**config.mk**
```make
export PLATFORM = sky130hd
export DESIGN_NAME = prg_dma_loader
export DESIGN_NICKNAME = d
export VERILOG_FILES = /design/src/rtl/prg_dma_loader.sv
export SDC_FILE = /design/constraint.sdc
export NUM_CORES = 1
export LEC_CHECK = 0
export CAP_MARGIN = 20
export CORE_MARGIN = 5
export CORE_UTILIZATION = 40
export DETAILED_ROUTE_END_ITERATION = 10
export MAX_ROUTING_LAYER = met4
export PLACE_DENSITY = 0.71
export SYNTH_ARGS = -nofsm -noshare
export SYNTH_HDL_FRONTEND = slang
export SYNTH_SLANG_ARGS = --single-unit
```
**constraint.sdc**
```tcl
create_clock -name clk -period 2.3 [get_ports clk]
set_input_delay 0.345 -clock clk [delete_from_list [all_inputs] [get_ports clk]]
set_output_delay 0.345 -clock clk [all_outputs]
set_load 0.02 [all_outputs]
```
**src/rtl/prg_dma_loader.sv**
```systemverilog
// prg_dma_loader: turns the hps_io byte stream of a .PRG download into DMA
// writes into PET main RAM. The first two file bytes are a little-endian load
// address; each following byte is queued in a small first-word fall-through
// FIFO as an (addr,data) pair and written whenever the DMA port accepts it.
// After the last payload byte has been written, the BASIC end-of-program
// pointer is written to PTR_ADDR/PTR_ADDR+1.
module prg_dma_loader #(
    parameter logic [7:0]  INDEX      = 8'h41,
    parameter logic [15:0] LIMIT      = 16'h8000,
    parameter logic [15:0] PTR_ADDR   = 16'h002A,
    parameter int          FIFO_DEPTH = 4
) (
    input  logic        clk,
    input  logic        reset,
    input  logic        ioctl_download,
    input  logic [7:0]  ioctl_index,
    input  logic        ioctl_wr,
    input  logic [24:0] ioctl_addr,
    input  logic [7:0]  ioctl_dout,
    output logic        ioctl_wait,
    output logic [15:0] dma_addr,
    output logic [7:0]  dma_din,
    output logic        dma_we,
    input  logic        dma_ack,
    output logic        busy,
    output logic        done,
    output logic        overflow
);

    localparam int AW = $clog2(FIFO_DEPTH);
    localparam int CW = AW + 1;

    typedef enum logic [2:0] {
        S_IDLE,
        S_HDR,
        S_DATA,
        S_DRAIN,
        S_PLO,
        S_PHI
    } state_t;

    typedef struct packed {
        logic [15:0] addr;
        logic [7:0]  data;
    } entry_t;

    state_t          state, state_nx;
    logic            sel, sel_q, sel_rise, sel_fall;
    logic [15:0]     ptr;
    entry_t          mem [FIFO_DEPTH];
    logic [AW-1:0]   rd_ptr, wr_ptr;
    logic [CW-1:0]   count;
    logic            fifo_full, fifo_nonempty;
    logic            sel_wr, hdr_lo, hdr_hi, pay_wr, below_limit;
    logic            push, pop, fifo_clear;

    assign sel      = ioctl_download && (ioctl_index == INDEX);
    assign sel_rise = sel && !sel_q;
    assign sel_fall = !sel && sel_q;

    // Only the distinction 0 / 1 / >=2 of the file offset matters here.
    assign sel_wr      = sel && ioctl_wr;
    assign hdr_lo      = sel_wr && (state == S_HDR) && (ioctl_addr == 25'd0);
    assign hdr_hi      = sel_wr && (state == S_HDR) && (ioctl_addr == 25'd1);
    assign pay_wr      = sel_wr && (state == S_DATA) && (|ioctl_addr[24:1]);
    assign below_limit = (ptr < LIMIT);

    assign fifo_full     = (count == CW'(FIFO_DEPTH));
    assign fifo_nonempty = (count != '0);
    assign fifo_clear    = (state == S_IDLE) && sel_rise;
    assign push          = pay_wr && below_limit && !fifo_full;
    // The FIFO is only non-empty in DATA/DRAIN, so a pop never collides with a pointer write.
    assign pop           = fifo_nonempty && dma_ack;

    assign busy       = (state != S_IDLE);
    assign ioctl_wait = (count >= CW'(FIFO_DEPTH - 1)) ||
                        (state == S_DRAIN) || (state == S_PLO) || (state == S_PHI);

    // State register, edge detector, load pointer, sticky overflow and done pulse.
    // NOTE: sequential state uses non-blocking assignments so every register samples pre-edge values.
    always_ff @(posedge clk or posedge reset) begin
        if (reset) begin
            state    <= S_IDLE;
            sel_q    <= 1'b0;
            ptr      <= 16'h0000;
            overflow <= 1'b0;
            done     <= 1'b0;
        end else begin
            state <= state_nx;
            sel_q <= sel;
            done  <= (state == S_PHI) && dma_ack;
            if (hdr_lo)
                ptr[7:0] <= ioctl_dout;
            else if (hdr_hi)
                ptr[15:8] <= ioctl_dout;
            else if (push)
                ptr <= ptr + 16'd1;
            if (fifo_clear)
                overflow <= 1'b0;
            else if (pay_wr && !below_limit)
                overflow <= 1'b1;
        end
    end

    // FIFO read/write pointers and occupancy count.
    always_ff @(posedge clk or posedge reset) begin
        if (reset) begin
            rd_ptr <= '0;
            wr_ptr <= '0;
            count  <= '0;
        end else if (fifo_clear) begin
            rd_ptr <= '0;
            wr_ptr <= '0;
            count  <= '0;
        end else begin
            if (push)
                wr_ptr <= wr_ptr + AW'(1);
            if (pop)
                rd_ptr <= rd_ptr + AW'(1);
            if (push && !pop)
                count <= count + CW'(1);
            else if (pop && !push)
                count <= count - CW'(1);
        end
    end

    // FIFO storage; contents are only observed through a valid count.
    // NOTE: the storage array has no reset; stale entries are never visible while count is zero.
    always_ff @(posedge clk) begin
        if (push)
            mem[wr_ptr] <= '{addr: ptr, data: ioctl_dout};
    end

    // Next-state logic.
    // NOTE: every always_comb output gets a default first so no path can infer a latch.
    always_comb begin
        state_nx = state;
        case (state)
            S_IDLE:  if (sel_rise) state_nx = S_HDR;
            S_HDR:   if (sel_fall) state_nx = S_IDLE;
                     else if (hdr_hi) state_nx = S_DATA;
            S_DATA:  if (sel_fall) state_nx = S_DRAIN;
            S_DRAIN: if (!fifo_nonempty) state_nx = S_PLO;
            S_PLO:   if (dma_ack) state_nx = S_PHI;
            S_PHI:   if (dma_ack) state_nx = S_IDLE;
            default: state_nx = S_IDLE;
        endcase
    end

    // DMA request mux: pointer bytes in PLO/PHI, otherwise the FIFO head.
    always_comb begin
        dma_we   = 1'b0;
        dma_addr = 16'h0000;
        dma_din  = 8'h00;
        case (state)
            S_PLO: begin
                dma_we   = 1'b1;
                dma_addr = PTR_ADDR;
                dma_din  = ptr[7:0];
            end
            S_PHI: begin
                dma_we   = 1'b1;
                dma_addr = 16'(PTR_ADDR + 16'd1);
                dma_din  = ptr[15:8];
            end
            default: begin
                if (fifo_nonempty) begin
                    dma_we   = 1'b1;
                    dma_addr = mem[rd_ptr].addr;
                    dma_din  = mem[rd_ptr].data;
                end
            end
        endcase
    end

endmodule

```
* After elaboration in Yosys (flattened, before gate mapping)
Memories as Yosys holds them, arrays and structs flattened. Cells that the tools add are included.
Operators by class: add/sub/neg operators 5, $lt $le $gt $ge 2, equality and inequality tests 15, muxes and demuxes 29, bitwise operators 1, reduce and logical (&&, ||, !) cells 41
Operator list (count):
- 16-bit two-way mux | 2
- 8-bit two-way mux | 4
- 16-bit one-hot mux with 2 select lines | 1
- 3-bit two-way mux | 10
- 25-bit by 1-bit equality test with 1-bit output (second input constant) | 1
- 25-bit zero test | 1
- 24-bit OR reduction | 1
- 3-bit one-hot mux with 6 select lines | 1
- 1-bit logical AND | 17
- 16-bit by 1-bit adder with 16-bit output (second input constant) | 1
- 16-bit < comparator (second input constant) | 1
- 8-bit one-hot mux with 2 select lines | 1
- 2-bit != test (second input constant) | 6
- 2-bit nonzero test | 5
- 3-bit equality test (second input constant) | 3
- 3-bit nonzero test | 3
- 8-bit by 7-bit equality test with 1-bit output (second input constant) | 1
- 2-bit two-way mux | 4
- 3-bit by 2-bit equality test with 1-bit output (second input constant) | 2
- 1-bit zero test | 6
- 1-bit two-way mux | 6
- 6-bit AND reduction | 1
- 2-bit by 1-bit adder with 2-bit output (second input constant) | 2
- 2-bit AND reduction | 2
- 9 further kinds | 11
Storage, ports and cells: register bits 29, RAM bits 96, output and inout bits 29, logic and storage cells 103, memories 1
Memories:
- mem | words 4, bits a word 24, rd ports 1, clocked after Yosys merged registers in 0, write ports 1, line 50 | entry_t mem [FIFO_DEPTH];

* Longest topological paths before layout
Gate-level depths: netlist (run 1).
depth in word-level cells 12, depth in mapped cells 11, mapped depth without buffers 9

* Worst setup path after synthesis (run 1)
OpenSTA, ideal clock, no wires.
path kind reg2reg, from register state[0], to register count[2], arrival 2.294 ns, required time 2.164 ns, setup slack -0.129 ns, stages on the path, launching flop included 12, path through dfrtp_1 -> buf_6 -> and4bb_4 -> nand4_4 -> a211oi_4 -> buf_4 -> nand2_1 -> fa_1 -> and2_1 -> mux2i_1 -> xor2_1 -> nor2_1
Between the ends: cells in the longest elaborated chain, start to end 8
RTL lines:
- start: declaration | line 47 | state_t state, state_nx;
- start signal: assignment | line 89 | state <= state_nx;
- 3-bit by 2-bit equality test with 1-bit output | line 65 | assign pay_wr = sel_wr && (state == S_DATA) && (|ioctl_addr[24:1]);
- 1-bit logical AND (2 in series) | line 65
- 1-bit logical AND (2 in series) | line 71 | assign push = pay_wr && below_limit && !fifo_full;
- 1-bit logical AND or 1-bit zero test (tied branches) | line 120, 122
- 3-bit two-way mux or 1-bit logical AND (tied branches) | line 120, 122
- 3-bit two-way mux or 3-bit nonzero test (tied branches)
- end signal: assignment | line 121 | count <= count + CW'(1);
- end signal: assignment | line 123 | count <= count - CW'(1);
- end: declaration | line 52 | logic [CW-1:0] count;
Several ways; a longest one is shown, not always the timed one. A chain may end at the register's enable or synchronous reset.

* Worst setup path after layout (run 1)
from register rd_ptr[0], to output port dma_addr[0]
Between the ends: cells in the longest elaborated chain, start to end 3
RTL lines:
- start: declaration | line 51 | logic [AW-1:0] rd_ptr, wr_ptr;
- start signal: assignment | line 119 | rd_ptr <= rd_ptr + AW'(1);
- memory 4 x 24 bit
- 16-bit two-way mux | line 167 | if (fifo_nonempty) begin
- 16-bit one-hot mux with 2 select lines | line 155 | case (state)
- end: declaration | line 21 | output logic [15:0] dma_addr,
No other way between the ends.

==> results of run 1 <==
-- worst max path at each step --
stage / from / end / slack [ns] / cells after the start
2_1_floorplan: state[0] / count[2] / -0.09 / 11
3_3_place_gp: ioctl_index[2] / count[2] / -0.33 / 10
3_5_place_dp: ioctl_index[2] / count[2] / -0.43 / 10
4_1_cts: rd_ptr[0] / dma_addr[15] / -0.02 / 6
5_1_grt: rd_ptr[0] / dma_addr[0] / -0.02 / 5
6_report: rd_ptr[0] / dma_addr[0] / 0.03 / 5
-- metal layers --
metal,track usage,share of wire,wire [um],up-vias
met5,-,0,0,-
li1,-,-,-,1687
met4,0.0513,0.010,135,0
met3,0.0404,0.058,787,13
met1,0.226,0.40,5430,1820
met2,0.287,0.53,7170,112
-- power groups by stage --
stage	Clock [uW]	Combinational, uW	Sequential (uW)
4_1_cts	2490	2920	2560
2_1_floorplan	0	1560	2580
3_5_place_dp	0	2730	2610
5_1_grt	2620	3240	2580
6_report	2470	3040	2570
3_3_place_gp	0	2710	2600
-- final cells by class --
class | count | share of cell area
Clock inverter | 10 | 0.0122
Multi-Input combinational cell | 227 | 0.267
Inverter | 8 | 0.00391
Timing Repair Buffer | 117 | 0.157
Clock buffer | 21 | 0.0599
Sequential cell | 125 | 0.470
Tap cell | 180 | 0.0293
-- synthesized netlist by cell type, types with 4 or more instances --
cell / count / area [um^2]
edfxtp_1: 96 / 2880
nand2_1: 37 / 139
dfrtp_1: 29 / 726
mux4_2: 24 / 541
nor2_1: 16 / 60.1
o21ai_1: 15 / 75.1
xnor2_1: 14 / 123
and3_1: 13 / 81.3
mux2i_1: 12 / 120
nand3_1: 10 / 50.1
and2_1: 8 / 50.1
clkbuf_1: 8 / 30.0
inv_1: 8 / 30.0
o2bb2ai_1: 8 / 70.1
nor2_2: 6 / 37.5
nor3_1: 6 / 30.0
ha_1: 5 / 62.6
xor2_1: 5 / 43.8
a21oi_1: 4 / 20.0
nand4_1: 4 / 25.0
nor4_2: 4 / 50.1
-- worst reg2reg max path, cell delays in order (launching register included) --
cell and delay, ns:
dfrtp_2 0.41, and4bb_4 0.34, nand4_4 0.12, a211oi_4 0.19
nand2_1 0.10, fa_2 0.35, and2_1 0.15, mux2i_1 0.18
xor2_1 0.16, nor2_1 0.05
-- logic make-up (layout without fill, tap and decap cells) --
family / count (synthesis) / after routing / share of synthesized area
fa+ha+maj: 6 / 6 / 0.0146
mux: 36 / 36 / 0.116
flops: 125 / 125 / 0.636
buf+inv: 24 / 156 / 0.0198
simple gates: 126 / 126 / 0.134
xor+xnor: 19 / 19 / 0.0293
compound gates: 40 / 40 / 0.0503
-- registers in the layout (all words and copies together), names as in the netlist --
| name | cells |
|---|---|
| ptr | 16 |
| overflow | 1 |
| count | 3 |
| wr_ptr | 2 |
| sel_q | 1 |
| mem | 96 |
| rd_ptr | 2 |
| state | 3 |
| done | 1 |
-- timing repair --
item,in CTS,in global routing
resized for setup,130,26
pin swaps,5,9
gates cloned,2,0
setup buffers,4,0
setup endpoints to repair,28,21
-- per-stage QoR --
step	worst slack [ns]	std cells
6_report	0.0320	688
3_3_place_gp	-0.327	652
5_1_grt	-0.0223	688
3_5_place_dp	-0.432	652
2_1_floorplan	-0.0875	376
4_1_cts	-0.0184	689
==> metrics.txt, run 1 <==
RR Endpoint=count[2]; CP cell instances=buf_12, buf_12, mux4_2, a22o_1, buf_6; Syn. warnings=0; critical path's slowest cell=mux4_2; Logic pwr share=0.376; count of cell types in the netlist=51; hold buffer count at cts=0; Placer Congestion=0.874; worst clock skew=0.0110 ns; measured slew at the worst slew-check pin=0.618 ns; Post-Syn Area per Cell=15.1 um^2; setup TNS=0 ns; DP Area=0.00696 mm^2; EDFF count, synth=96; fill count=roughly 1,100; commonest non-fill, non-tap cell in the layout=edfxtp_1; row cnt=between 40 and 50; Sink Count=roughly 130; Initial DRC Count=307; # Max-Cap Violations=0; asr flop ratio synth=0.232; arrival time worst endpoint=1.92 ns; vias in the first global route=3,872; post-detailed-route wirelength per cell=19.7 um; CP Capture Type=primary output; cell mode on critical path=buf_12; Die Y=~130 um; Mapped Cells=376; flops & latches, synth=125; GRT Total Usage=0.177; Area growth syn-to-layout=35.4%; clock tree buffer depth=2; die width=roughly 130 um; clock power share=0.306; largest net degree at the start of global routing=30; post-synthesis cell area=0.00568 mm^2; Register Area=0.00361 mm^2; CTS Root Cell=clkbuf_16; input/output buffers=74; fin area=0.00768 mm^2; maximum clock rate=0.441 GHz; antenna viol nets, final=0; Reg clk slew, reported paths=approximately 0.050 ns; Post-route DRC=0; Pins Over Slew Limit=0; fin crit period=2.27 ns; Peak VDD IR=556 uV; final hold vios=0; global route overflow=0; total power=8070 uW; P_int=5640 uW; Clock Latency Late Sink=0.41 ns; share of cells above drive strength 1=0.337; predominant post-synthesis flop cell=edfxtp_1; worst r2r path cells=9; # IOs=75; outcome=finished, final reports clean; top fanout value on the critical path=5; RR Startpoint=state[2]; Hold Path Class=input port to asynchronous set/reset pin; Synth Net Count=428; Via density=5.28; antenna violations before repair=0; crit-path max cell delay=0.52 ns; initial core utilization=0.409; global-route wire length before repair=21,400 um; first-pass iteration count of the detailed router=4; fin util=0.553; Core Region=roughly 0.014 mm^2; TritonCTS Buffers=17; WHS=~0.34 ns; register area share after synthesis=0.636; die area=about 0.017 mm^2; # diodes=0; Sequential Power Share=0.318; Largest delay share family, worst path=multiplexers; RSZ-0062 raised after global routing=true; reg2reg setup slack=0.13 ns; CP bufs+invs=3; Worst slew margin=0.585; static leakage=0.00273 uW; Net Sw Frac=0.301; Worst Setup Start Kind=register; via count of the routed design=approximately 3,600; NetSw=2430 uW; CTS tree=yes; Multi-input gate area=between 0.002 and 0.0025 mm^2; HPWL Detailed=8990 um; most frequent cells in the layout=96 x edfxtp_1, 45 x clkdlybuf4s50_1, 35 x nand2_1, 33 x buf_4, 26 x dfrtp_1; Worst Path Required=1.96 ns; H-tree levels=4; Final nets=between 500 and 600; Final period util=0.986; Final setup violation count=0; PwrDens=about 1100 mW/mm^2; CP Class=register to primary output; Total Wirelength=13,500 um
Note: power is estimated with default switching activity, not from simulation.
==> run 2: changes to the inputs <==
Settings changed: CORE_ASPECT_RATIO from default to 0.9, HOLD_SLACK_MARGIN from default to 0.06, TNS_END_PERCENT from default to 50.
==> metrics.txt, run 2 (synthesis gave the netlist of run 1 again) <==
outcome=finished, final reports clean; Placer Congestion=0.841; Worst Path Required=1.96 ns; antenna violations before repair=0; RR Endpoint=count[2]; H-tree levels=4; # Max-Cap Violations=0; # IOs=between 70 and 80; max FFs per register=96; vias in the first global route=between 3,000 and 4,000; Worst Setup Start Kind=register; CTS Root Cell=clkbuf_16; die area=0.0167 mm^2; Area growth syn-to-layout=34.3%; Sink Count=about 130; largest register by flop count=mem; fin crit period=2.29 ns; CP Capture Type=primary output; input/output buffers=74; setup TNS=0 ns; row cnt=approximately 40; via count of the routed design=roughly 3,700; Reg clk slew, reported paths=approximately 0.060 ns; static leakage=0.00270 uW; first-pass iteration count of the detailed router=7; measured slew at the worst slew-check pin=between 0.5 and 0.6 ns; worst r2r path cells=9; Final setup violation count=0; Pins Over Slew Limit=0; maximum clock rate=0.436 GHz; Peak VDD IR=583 uV; initial core utilization=0.407; Clock Latency Late Sink=0.42 ns; top fanout value on the critical path=8; global route overflow=0; Via density=5.27; Hold Path Class=input port to asynchronous set/reset pin; arrival time worst endpoint=1.95 ns; die width=136 um; # diodes=0; largest net degree at the start of global routing=30; antenna viol nets, final=0; GRT Total Usage=0.178; RR Startpoint=state[2]; DP Area=0.00700 mm^2; Worst slew margin=0.640; total power=7900 uW; PwrDens=1040 mW/mm^2; HPWL Detailed=9360 um; hold buffer count at cts=0; Initial DRC Count=between 200 and 300; post-detailed-route wirelength per cell=19.6 um; final hold vios=0; TritonCTS Buffers=17; critical path startpoint=rd_ptr[0]; Final period util=0.997; worst setup path end=dma_addr[3]; fin area=0.00762 mm^2; clock tree buffer depth=2; fin util=0.546; CP Class=register to primary output; global-route wire length before repair=21,300 um; Die Y=123 um; Core Region=roughly 0.014 mm^2; RSZ-0062 raised after global routing=true; Final nets=550; Post-route DRC=0; Total Wirelength=around 14,000 um; share of cells above drive strength 1=0.309; commonest non-fill, non-tap cell in the layout=edfxtp_1; most frequent cells in the layout=96 x edfxtp_1, 47 x clkdlybuf4s50_1, 35 x nand2_1, 31 x buf_4, 27 x dfrtp_1; reg2reg setup slack=around 0.13 ns; worst clock skew=0.0100 ns; top flop regs=mem: 96 flops, ptr: 16 flops; WHS=approximately 0.31 ns; CTS tree=yes
run 2: cell count changes in the layout (fill, tap and decap cells not counted), sizes merged:
cell	before	now
buf	66	69
bufbuf	1	0
bufinv	1	2
clkbuf	21	18
clkdlybuf4s50	45	47
clkinvlp	3	2
dlygate4sd2	3	1
inv	9	13
run 2: layout make-up:
cell class              instances  area (um^2)
clock inverters                14          159
inverters                       8         30.0
flip-flops and latches        125         3610
multi-input cells             227         1980
repair buffers                119         1170
clock buffers                  18          429
fillers                      1151         6330
well taps                     193          241
run 2: per-stage QoR:
step	setup WS [ns]	instances
4_1_cts	-0.0491	702
3_5_place_dp	-0.388	666
3_3_place_gp	-0.321	666
2_1_floorplan	-0.109	376
5_1_grt	-0.0802	704
6_report	0.00804	704
run 2: where the power goes:
group	leakage (uW)	internal, uW	switching [uW]
combinational	0.00123	1330	1350
sequential	0.00119	2480	90.1
clock	0.000282	1610	1030
total	0.00270	5430	2470
run 2: repair_timing:
action,4_1_cts,5_1_grt
resized for setup,96,22
setup buffers,2,2
pin swaps,0,4
endpoints found under the setup margin,26,23
cloned,2,0
run 2: metal layers:
| metal | share of wire | vias up | GRT usage | wire length (um) |
|---|---|---|---|---|
| met5 | 0 | - | - | 0 |
| met4 | 0.0083 | 0 | 0.0403 | 115 |
| met3 | 0.064 | 12 | 0.0529 | 877 |
| met2 | 0.51 | 137 | 0.288 | 7100 |
| met1 | 0.41 | 1864 | 0.224 | 5710 |
| li1 | - | 1699 | - | - |
run 2: worst min path at each step:
stage | slack [ns] | end | cells after the start
after floorplan | 0.42 | count[0] | 1
after global placement | 0.49 | overflow | 2
after detailed placement | 0.50 | overflow | 2
after CTS | 0.31 | overflow | 3
after global routing | 0.36 | ptr[12] | 3
final | 0.31 | overflow | 3
run 2: worst max-delay path, cell delays in order (launching register included):
cell and delay [ns]:
dfrtp_2 0.36, buf_6 0.14, buf_16 0.15, buf_12 0.11
mux4_2 0.48, nand2_1 0.08, nand2_1 0.05, buf_2 0.16
